`src/rtl/wb_burst_slave_if_if.sv`:
```
// Wishbone burst slave-port bundle: the master drives address/data/strobes,
// the slave returns read data and the per-beat ack/lack/err pulses.
interface wb_burst_slave_if_if;
  logic [31:0] wbs_dat_i;
  logic [31:0] wbs_adr_i;
  logic [3:0]  wbs_sel_i;
  logic [9:0]  wbs_bl_i;
  logic        wbs_bry_i;
  logic        wbs_we_i;
  logic        wbs_cyc_i;
  logic        wbs_stb_i;
  logic [31:0] wbs_dat_o;
  logic        wbs_ack_o;
  logic        wbs_lack_o;
  logic        wbs_err_o;

  modport master (
    output wbs_dat_i, wbs_adr_i, wbs_sel_i, wbs_bl_i, wbs_bry_i,
           wbs_we_i, wbs_cyc_i, wbs_stb_i,
    input  wbs_dat_o, wbs_ack_o, wbs_lack_o, wbs_err_o
  );

  modport slave (
    input  wbs_dat_i, wbs_adr_i, wbs_sel_i, wbs_bl_i, wbs_bry_i,
           wbs_we_i, wbs_cyc_i, wbs_stb_i,
    output wbs_dat_o, wbs_ack_o, wbs_lack_o, wbs_err_o
  );
endinterface

```
`src/rtl/wb_burst_slave_if.sv`:
```
// Wishbone single/burst slave bridged onto a one-outstanding SRAM-style
// req/gnt/rvalid memory port, with address wrap and out-of-range error.
//
// state   | meaning
// --------+-----------------------------------------------------------
// IDLE    | waiting for cyc&stb; blocked while an aborted read is pending
// WR_REQ  | issuing write beats; skips the cycle its ack is visible
// RD_REQ  | issuing a read request for the current beat
// RD_WAIT | read granted, waiting for rvalid
// RD_ACK  | read data held on wbs_dat_o until bry lets the beat complete
// ERR     | out-of-range transfer; single ack+lack+err, no memory access
// DONE    | one dead cycle to absorb the master dropping stb
module wb_burst_slave_if #(
  parameter int unsigned AW        = 10,
  parameter logic [31:0] BASE_ADDR = 32'h0000_0000
) (
  input  logic                  clk_i,
  input  logic                  rst_n,
  wb_burst_slave_if_if.slave    wb,
  output logic                  mem_req_o,
  output logic                  mem_we_o,
  output logic [AW-1:0]         mem_addr_o,
  output logic [31:0]           mem_wdata_o,
  output logic [3:0]            mem_be_o,
  input  logic                  mem_gnt_i,
  input  logic                  mem_rvalid_i,
  input  logic [31:0]           mem_rdata_i
);

  typedef enum logic [2:0] {
    IDLE    = 3'd0,
    WR_REQ  = 3'd1,
    RD_REQ  = 3'd2,
    RD_WAIT = 3'd3,
    RD_ACK  = 3'd4,
    ERR     = 3'd5,
    DONE    = 3'd6
  } state_t;

  state_t        state, state_nxt;
  logic [AW-1:0] addr;
  logic [9:0]    cnt;
  logic [31:0]   dat_q;
  logic          ack_q, lack_q, err_q;
  logic          pend;

  logic ack_set, lack_set, err_set;
  logic start, addr_inc, cnt_dec, rd_cap, pend_set, pend_clr;
  logic in_range, last_beat, req;
  logic unused_adr_lsb;

  assign in_range       = (wb.wbs_adr_i[31:AW+2] == BASE_ADDR[31:AW+2]);
  assign last_beat      = (cnt == 10'd1);
  assign unused_adr_lsb = ^wb.wbs_adr_i[1:0];

  always_ff @(posedge clk_i or negedge rst_n) begin
    if (!rst_n) state <= IDLE;
    else        state <= state_nxt;
  end

  always_comb begin
    state_nxt = state;
    req       = 1'b0;
    ack_set   = 1'b0;
    lack_set  = 1'b0;
    err_set   = 1'b0;
    start     = 1'b0;
    addr_inc  = 1'b0;
    cnt_dec   = 1'b0;
    rd_cap    = 1'b0;
    pend_set  = 1'b0;
    pend_clr  = 1'b0;
    case (state)
      IDLE: begin
        if (pend) begin
          pend_clr = mem_rvalid_i;
        end else if (wb.wbs_cyc_i && wb.wbs_stb_i) begin
          start = 1'b1;
          if (!in_range)          state_nxt = ERR;
          else if (wb.wbs_we_i)   state_nxt = WR_REQ;
          else                    state_nxt = RD_REQ;
        end
      end
      WR_REQ: begin
        if (!wb.wbs_cyc_i) begin
          state_nxt = IDLE;
        end else begin
          // ack_q marks the cycle the master is still presenting the old beat
          req = wb.wbs_stb_i && wb.wbs_bry_i && !ack_q;
          if (req && mem_gnt_i) begin
            ack_set  = 1'b1;
            lack_set = last_beat;
            addr_inc = 1'b1;
            cnt_dec  = 1'b1;
            if (last_beat) state_nxt = DONE;
          end
        end
      end
      RD_REQ: begin
        if (!wb.wbs_cyc_i) begin
          state_nxt = IDLE;
        end else begin
          req = wb.wbs_stb_i && wb.wbs_bry_i;
          if (req && mem_gnt_i) begin
            addr_inc  = 1'b1;
            state_nxt = RD_WAIT;
          end
        end
      end
      RD_WAIT: begin
        if (mem_rvalid_i) begin
          if (wb.wbs_cyc_i) begin
            rd_cap    = 1'b1;
            state_nxt = RD_ACK;
          end else begin
            state_nxt = IDLE;
          end
        end else if (!wb.wbs_cyc_i) begin
          pend_set  = 1'b1;
          state_nxt = IDLE;
        end
      end
      RD_ACK: begin
        if (!wb.wbs_cyc_i) begin
          state_nxt = IDLE;
        end else if (wb.wbs_stb_i && wb.wbs_bry_i) begin
          ack_set   = 1'b1;
          lack_set  = last_beat;
          cnt_dec   = 1'b1;
          state_nxt = last_beat ? DONE : RD_REQ;
        end
      end
      ERR: begin
        if (!wb.wbs_cyc_i) begin
          state_nxt = IDLE;
        end else begin
          ack_set   = 1'b1;
          lack_set  = 1'b1;
          err_set   = 1'b1;
          state_nxt = DONE;
        end
      end
      DONE:    state_nxt = IDLE;
      default: state_nxt = IDLE;
    endcase
  end

  always_ff @(posedge clk_i or negedge rst_n) begin
    if (!rst_n) begin
      addr   <= '0;
      cnt    <= '0;
      dat_q  <= '0;
      ack_q  <= 1'b0;
      lack_q <= 1'b0;
      err_q  <= 1'b0;
      pend   <= 1'b0;
    end else begin
      ack_q  <= ack_set;
      lack_q <= lack_set;
      err_q  <= err_set;
      if (start) begin
        addr <= wb.wbs_adr_i[AW+1:2];
        cnt  <= (wb.wbs_bl_i == 10'd0) ? 10'd1 : wb.wbs_bl_i;
      end else begin
        if (addr_inc) addr <= addr + AW'(1);
        if (cnt_dec)  cnt  <= cnt - 10'd1;
      end
      if (rd_cap) dat_q <= mem_rdata_i;
      if (pend_set)      pend <= 1'b1;
      else if (pend_clr) pend <= 1'b0;
    end
  end

  assign mem_req_o   = req;
  assign mem_we_o    = (state == WR_REQ);
  assign mem_addr_o  = addr;
  assign mem_wdata_o = (state == WR_REQ) ? wb.wbs_dat_i : 32'h0;
  assign mem_be_o    = (state == WR_REQ) ? wb.wbs_sel_i : 4'h0;

  assign wb.wbs_dat_o  = dat_q;
  assign wb.wbs_ack_o  = ack_q;
  assign wb.wbs_lack_o = lack_q;
  assign wb.wbs_err_o  = err_q;

endmodule

```
`src/flat_wrapper.sv`:
```
// flat-port wrapper written by rule: the top's interface ports become plain ports
module wb_burst_slave_if_flat 
#(
  parameter int unsigned AW        = 10,
  parameter logic [31:0] BASE_ADDR = 32'h0000_0000
)
  (clk_i, rst_n, mem_req_o, mem_we_o, mem_addr_o, mem_wdata_o, mem_be_o, mem_gnt_i, mem_rvalid_i, mem_rdata_i, wb_wbs_dat_i, wb_wbs_adr_i, wb_wbs_sel_i, wb_wbs_bl_i, wb_wbs_bry_i, wb_wbs_we_i, wb_wbs_cyc_i, wb_wbs_stb_i, wb_wbs_dat_o, wb_wbs_ack_o, wb_wbs_lack_o, wb_wbs_err_o);
  wb_burst_slave_if_if wb_i ();
  input  logic clk_i;
  input  logic rst_n;
  output logic mem_req_o;
  output logic mem_we_o;
  output logic [AW-1:0] mem_addr_o;
  output logic [31:0] mem_wdata_o;
  output logic [3:0] mem_be_o;
  input  logic mem_gnt_i;
  input  logic mem_rvalid_i;
  input  logic [31:0] mem_rdata_i;
  input wire logic [$bits(wb_i.wbs_dat_i)-1:0] wb_wbs_dat_i;
  input wire logic [$bits(wb_i.wbs_adr_i)-1:0] wb_wbs_adr_i;
  input wire logic [$bits(wb_i.wbs_sel_i)-1:0] wb_wbs_sel_i;
  input wire logic [$bits(wb_i.wbs_bl_i)-1:0] wb_wbs_bl_i;
  input wire logic [$bits(wb_i.wbs_bry_i)-1:0] wb_wbs_bry_i;
  input wire logic [$bits(wb_i.wbs_we_i)-1:0] wb_wbs_we_i;
  input wire logic [$bits(wb_i.wbs_cyc_i)-1:0] wb_wbs_cyc_i;
  input wire logic [$bits(wb_i.wbs_stb_i)-1:0] wb_wbs_stb_i;
  output wire logic [$bits(wb_i.wbs_dat_o)-1:0] wb_wbs_dat_o;
  output wire logic [$bits(wb_i.wbs_ack_o)-1:0] wb_wbs_ack_o;
  output wire logic [$bits(wb_i.wbs_lack_o)-1:0] wb_wbs_lack_o;
  output wire logic [$bits(wb_i.wbs_err_o)-1:0] wb_wbs_err_o;
  assign wb_i.wbs_dat_i = wb_wbs_dat_i;
  assign wb_i.wbs_adr_i = wb_wbs_adr_i;
  assign wb_i.wbs_sel_i = wb_wbs_sel_i;
  assign wb_i.wbs_bl_i = wb_wbs_bl_i;
  assign wb_i.wbs_bry_i = wb_wbs_bry_i;
  assign wb_i.wbs_we_i = wb_wbs_we_i;
  assign wb_i.wbs_cyc_i = wb_wbs_cyc_i;
  assign wb_i.wbs_stb_i = wb_wbs_stb_i;
  assign wb_wbs_dat_o = wb_i.wbs_dat_o;
  assign wb_wbs_ack_o = wb_i.wbs_ack_o;
  assign wb_wbs_lack_o = wb_i.wbs_lack_o;
  assign wb_wbs_err_o = wb_i.wbs_err_o;
  wb_burst_slave_if #(.AW(AW), .BASE_ADDR(BASE_ADDR)) u_core (.clk_i(clk_i), .rst_n(rst_n), .wb(wb_i), .mem_req_o(mem_req_o), .mem_we_o(mem_we_o), .mem_addr_o(mem_addr_o), .mem_wdata_o(mem_wdata_o), .mem_be_o(mem_be_o), .mem_gnt_i(mem_gnt_i), .mem_rvalid_i(mem_rvalid_i), .mem_rdata_i(mem_rdata_i));
endmodule
```
`config.mk`:
```
export PLATFORM = sky130hd
export DESIGN_NAME = wb_burst_slave_if_flat
export DESIGN_NICKNAME = d
export VERILOG_FILES = /design/src/rtl/wb_burst_slave_if_if.sv /design/src/rtl/wb_burst_slave_if.sv /design/src/flat_wrapper.sv
export SDC_FILE = /design/constraint.sdc
export NUM_CORES = 1
export LEC_CHECK = 0
export CAP_MARGIN = 20
export CELL_PAD_IN_SITES_DETAIL_PLACEMENT = 1
export CELL_PAD_IN_SITES_GLOBAL_PLACEMENT = 1
export CORE_MARGIN = 2
export CORE_UTILIZATION = 29
export CTS_CLUSTER_DIAMETER = 50
export DETAILED_ROUTE_END_ITERATION = 16
export PLACE_DENSITY = 0.83
export SYNTH_ARGS = -nofsm -noshare
export SYNTH_HDL_FRONTEND = slang
export SYNTH_SLANG_ARGS = --single-unit
```
`constraint.sdc`:
```
create_clock -name clk_i -period 5.1 [get_ports clk_i]
set_clock_uncertainty 0.15 [all_clocks]
set_input_delay 1.02 -clock clk_i [delete_from_list [all_inputs] [get_ports clk_i]]
set_output_delay 1.02 -clock clk_i [all_outputs]
set_load 0.05 [all_outputs]
```
==> results of run 1 <==
-- final timing paths --
check / cells after the start / start / to / slack, ns
max: 4 / wb_wbs_cyc_i / mem_req_o / 0.92
min: 1 / rst_n / u_core.wb.wbs_dat_o[6]$_DFFE_PN0N_ / 0.36
max reg2reg: 3 / u_core.state[1]$_DFFE_PN0P_ / u_core.wb.wbs_dat_o[28]$_DFFE_PN0N_ / 2.37
min reg2reg: 1 / u_core.wb.wbs_dat_o[22]$_DFFE_PN0N_ / u_core.wb.wbs_dat_o[22]$_DFFE_PN0N_ / 0.36
max in group asynchronous: 2 / rst_n / u_core.wb.wbs_lack_o$_DFF_PN0_ / 3.53
min in group clk_i: 1 / u_core.wb.wbs_dat_o[22]$_DFFE_PN0N_ / u_core.wb.wbs_dat_o[22]$_DFFE_PN0N_ / 0.36
-- layout by cell type, fill, tap and decap left out, drive strengths merged, types with 2 or more instances in the layout --
master	n
xnor2	7
or3	6
nor3b	3
a31oi	3
and3	3
o211ai	4
inv	10
nor2b	4
xor2	9
bufinv	2
buf	5
nand3	6
o21ai	7
clkbuf	10
clkinv	2
dfrtp	59
a211oi	2
nand4b	3
clkdlybuf4s50	197
ha	3
nor3	7
nor2	23
a21oi	19
and2	37
mux2	34
nor4	14
nand4	5
mux2i	2
nand2	15
-- registers in the layout (all words and copies together), names as in the netlist --
name and flops:
u_core.mem_addr_o 10, u_core.wb.wbs_ack_o 1, u_core.state 3, u_core.wb.wbs_lack_o 1, u_core.wb.wbs_err_o 1, u_core.wb.wbs_dat_o 32, u_core.pend 1, u_core.cnt 10
-- logic make-up (layout without fill, tap and decap cells) --
family	after synthesis	in the layout	share of synthesized area (%)
multiplexers	36	36	15.7
AND/OR/NAND/NOR	131	131	22.5
adder cells (fa/ha/maj)	3	3	1.14
buffers and inverters	26	226	3.89
AO/OA/AOI/OAI	41	41	7.51
flip-flops	59	59	45.0
XOR/XNOR	16	16	4.27
-- where the power goes --
part | switching (uW) | internal (uW)
Clock | 224 | 446
Combinational | 891 | 607
Sequential | 182 | 626
Total | 1300 | 1680
-- cell type report --
| class | count | area [sq um] | area share (%) |
|---|---|---|---|
| Tap cell | 140 | 175 | 3.07 |
| Clock inverter | 6 | 95.1 | 1.67 |
| Inverter | 8 | 30.0 | 0.526 |
| Sequential cell | 59 | 1480 | 25.9 |
| Clock buffer | 10 | 239 | 4.19 |
| Multi-Input combinational cell | 227 | 1680 | 29.5 |
| Timing Repair Buffer | 202 | 2010 | 35.2 |
-- per-layer routing --
layer,up-vias,global-route usage (%),wire [microns]
li1,1497,-,-
met1,1489,18.5,3960
met2,146,33.6,5620
met3,11,7.52,1230
met4,0,5.63,124
met5,-,0,0
-- per-stage QoR --
| stage | worst slack [ns] | power (uW) | cell area (sq um) | instances |
|---|---|---|---|---|
| 6_report | 0.925 | 2970 | 5710 | 652 |
| 5_1_grt | 0.803 | 3140 | 5710 | 652 |
| 4_1_cts | 0.928 | 3010 | 5710 | 652 |
| 3_5_place_dp | 0.948 | 2320 | 5370 | 636 |
| 3_3_place_gp | 1.00 | 2270 | 5370 | 636 |
| 2_1_floorplan | 1.76 | 1770 | 3280 | 312 |
==> results.cfg, run 1 <==
[floorplanning]
initial_utilization_pct = 30.0
die_w_microns = 110
io_pins = 201
coreArea_sq_mm = 0.0109
fp.dieH_microns = 110
rows = 38
die-area_sq_mm = 0.0122

[worst_setup_path]
arrival_ns = 3.01
crit_type = in2out
worstPathRequired_ns = 3.93
path_common_cell = clkdlybuf4s50_1
path_buf_inv = 2
critPathLaunchType = input port
cp_max_fo = 12
crit_slowest_cell = clkdlybuf4s50_1
end_kind = output port
max_stage_delay_ns = 0.87
crit_chain = clkdlybuf4s50_1, nand3_1, nor3_1, clkdlybuf4s50_1
cpLargestDelayFamily = buffers and inverters

[cells_and_area]
final_util_pct = 52.2
layout.nets = 628
drive_gt1_share_pct = 11.5
fillers = 1217
layout-area-overhead-vs-synth_pct = 73.9
antenna_cells = 0

[timing]
period_share_pct = 81.9
fmax_mhz = 240
report.final.slew_viol_count = 0
hold_ws_ns = 0.357
setup_viol = 0
finalHoldViolations = 0
worst_slew_pin_slew_ns = 1.03
rsz0062_at_grt = no
min_period_ns = 4.18
slew_headroom_pct = 31.0
final.setup.tns_ns = 0

[cts]
hold_buffers = 0
post_cts_resized = 0
clkSinkCount = 59
clockBufferDepth = 2
cts-buffers-inserted = 9
cts_tree = built
worstSkewPairLatency_ns = 0.33
cts_setup_buffers = 0
cts.clk_slew.worst_paths_ns = 0.06
h-tree-depth = 3
cts_root_buf = clkbuf_16

[grt]
grt_pass1_vias = 3350
antenna_found_initial = 0
grt_remaining_overflow = 0
grt_util_all_layers_pct = 18.2
grt_max_degree = 54
grt_pass1_wl_mm = 16.6

[yosys]
postSynthAreaPerCell_sq_um = 10.5
ys_seq_area_share_pct = 45.0
synth_top_area_share_pct = 45.0
ys_async_sr_fraction_pct = 100
synth.area.top_cells = dfrtp_1 45%, mux2_4 14%, and2_1 7.1%
synth_cell_types = 42
syn_inst = 312
yosysTopAreaCell = dfrtp_1
synth_nets = 433
synth_top_flop_cell = dfrtp_1
synth_commonest_cells = 59 x dfrtp_1, 37 x and2_1, 30 x mux2_4
post-synth-top-count-cell = dfrtp_1
ys_warn_count = 0
synth_enable_flop_cells = 0
synth_seq_cells = 59
syn_area_sq_mm = 0.00328

[min_path]
hp-class = in2async

[pwr]
p_leak_uw = 0.00244
vdd_drop_max_mv = 0.247
power_density_mw_per_mm2 = 521

[route]
drc_errors = 0
ant_nets = 0
firstDrtPassIters = 4
vias = 3143
drt_iter0_markers = 104
viasPerCell = 4.82
wire_per_inst_microns = 16.8
drt-total-wl_mm = 10.9

[flow_run]
drv_cap = 0

[placement]
hpwlAfterDp_mm = 8.50
port_buffers = 198
gp_congestion = 0.825

[outcome]
status = finished, final reports clean
No activity file was read; power rests on OpenSTA's default activity.
==> run 2: changes to the inputs <==
--- a/config.mk
+++ b/config.mk
@@ -9,10 +9,10 @@
 export CELL_PAD_IN_SITES_DETAIL_PLACEMENT = 1
 export CELL_PAD_IN_SITES_GLOBAL_PLACEMENT = 1
 export CORE_MARGIN = 2
-export CORE_UTILIZATION = 29
+export CORE_UTILIZATION = 24
 export CTS_CLUSTER_DIAMETER = 50
 export DETAILED_ROUTE_END_ITERATION = 16
-export PLACE_DENSITY = 0.83
+export PLACE_DENSITY = 0.73
 export SYNTH_ARGS = -nofsm -noshare
 export SYNTH_HDL_FRONTEND = slang
 export SYNTH_SLANG_ARGS = --single-unit
==> constraint.sdc (replaced) <==
create_clock -name clk_i -period 3.4 [get_ports clk_i]
set_clock_uncertainty 0.15 [all_clocks]
set_input_delay 0.68 -clock clk_i [delete_from_list [all_inputs] [get_ports clk_i]]
set_output_delay 0.68 -clock clk_i [all_outputs]
set_load 0.05 [all_outputs]
==> run 2 against run 1 <==
Against the previous run:
- utilization down 8.9 points
- worst setup slack worse by 0.53 ns
- global-route usage down 2.1 points
- non-clock buffer count up 5
==> results.cfg, run 2 (synthesis results as in run 1) <==
[route]
drc_errors = 0
firstDrtPassIters = 4
drt_iter0_markers = 187
ant_nets = 0
viasPerCell = 4.57
drt-total-wl_mm = 11.6
wire_per_inst_microns = 16.8
vias = 3168

[flow_run]
drv_cap = 0

[cells_and_area]
drive_gt1_share_pct = 14.7
antenna_cells = 0
layout_commonest_cell = clkdlybuf4s50_1
largest_register_ff_count = 32
layout.nets = 633
final_cell_mix = 184 x clkdlybuf4s50_1, 59 x dfrtp_1, 37 x and2_1, 30 x mux2_4, 23 x nor2_1
layout-area-overhead-vs-synth_pct = 75.3

[grt]
grt_pass1_vias = 3454
use_met1_pct = 17.2
use_met2_pct = 29.2
grt-busiest-layer = met2
grt_pass1_wl_mm = 18.2
grt_use_met3_pct = 6.63
grt_remaining_overflow = 0
grt_max_degree = 38
grt_util_all_layers_pct = 16.1
antenna_found_initial = 0

[placement]
port_buffers = 198
hpwlAfterDp_mm = 9.23
gp_congestion = 0.827

[cts]
cts_root_buf = clkbuf_16
cts-buffers-inserted = 9
post_cts_resized = 0
cts_tree = built
worstSkewPairLatency_ns = 0.32
h-tree-depth = 3
cts_setup_buffers = 0
clockBufferDepth = 2
cts.clk_slew.worst_paths_ns = 0.06
hold_buffers = 0
clkSinkCount = 59

[floorplanning]
fp.dieH_microns = 121
initial_utilization_pct = 24.7
die-area_sq_mm = 0.0146
rows = 42
die_w_microns = 121
coreArea_sq_mm = 0.0133
io_pins = 201

[timing]
setup_viol = 0
finalHoldViolations = 0
worst_slew_pin_slew_ns = 0.650
final.setup.tns_ns = 0
rsz0062_at_grt = no
fmax_mhz = 332
slew_headroom_pct = 56.7
min_period_ns = 3.01
period_share_pct = 88.5
report.final.slew_viol_count = 0

[worst_setup_path]
cp_max_fo = 37
worstPathRequired_ns = 2.57
end_kind = output port
arrival_ns = 2.18
critPathLaunchType = flop
crit_type = reg2out

[pwr]
vdd_drop_max_mv = 0.370
p_total_uw = 4410
p_leak_uw = 0.00249
power_density_mw_per_mm2 = 766

[outcome]
status = finished, final reports clean

[min_path]
hp-class = in2async
run 2: cell count changes in the layout (fill, tap and decap cells not counted):
cell	delta
clkdlybuf4s50_1	-13
clkinv_2	+2
bufinv_16	-1
buf_4	+16
clkinv_4	-1
clkbuf_1	+1
clkbuf_8	+1
buf_12	+2
inv_6	-2
run 2: worst max-delay path, cell delays in order, from the launching register on:
cell             delay, ns
dfrtp_1               0.40
nor3b_2               0.16
buf_4                 0.29
and2_1                0.18
clkdlybuf4s50_1       0.82
run 2: path summary, 6_finish.rpt:
| path | start | depth (start not counted) | endpoint | slack (ns) |
|---|---|---|---|---|
| max | u_core.state[2]$_DFFE_PN0P_ | 4 | mem_wdata_o[6] | 0.39 |
| min | rst_n | 1 | u_core.cnt[5]$_DFFE_PN0P_ | 0.24 |
| max reg2reg | u_core.state[1]$_DFFE_PN0P_ | 5 | u_core.wb.wbs_dat_o[13]$_DFFE_PN0N_ | 1.20 |
| min reg2reg | u_core.wb.wbs_dat_o[12]$_DFFE_PN0N_ | 1 | u_core.wb.wbs_dat_o[12]$_DFFE_PN0N_ | 0.36 |
| max in group asynchronous | rst_n | 2 | u_core.wb.wbs_dat_o[8]$_DFFE_PN0N_ | 2.01 |
| min in group clk_i | u_core.wb.wbs_dat_o[12]$_DFFE_PN0N_ | 1 | u_core.wb.wbs_dat_o[12]$_DFFE_PN0N_ | 0.36 |
run 2: power breakdown:
group,leakage (uW),internal [uW],total (uW),switching (uW)
registers,0.000752,940,1160,215
logic,0.00158,923,2340,1410
clock network,0.000153,606,918,312
total,0.00249,2470,4410,1940
run 2: layout make-up:
class,count,area [sq um]
fillers,1459,7540
repair buffers,207,2040
multi-input cells,227,1680
flip-flops and latches,59,1480
clock buffers,12,256
well taps,176,220
clock inverters,4,48.8
inverters,8,30.0
run 2: metrics by stage:
step / hold slack, ns / worst slack [ns] / cells / instance area (sq um) / utilization, %
2_1_floorplan: 0.234 / 0.403 / 312 / 3280 / -
3_3_place_gp: 0.335 / 0.448 / 677 / 5450 / 41.0
3_5_place_dp: 0.342 / 0.430 / 677 / 5450 / 41.0
4_1_cts: 0.255 / 0.348 / 693 / 5750 / 43.3
5_1_grt: 0.270 / 0.270 / 693 / 5750 / 43.3
6_report: 0.236 / 0.390 / 693 / 5750 / 43.3
run 2: routing by layer:
layer	vias to the layer above	wire length [microns]	share of wire, %
li1	1496	-	-
met1	1518	4300	37
met5	-	0	0
met2	148	5970	51
met4	0	93	0.80
met3	6	1270	11
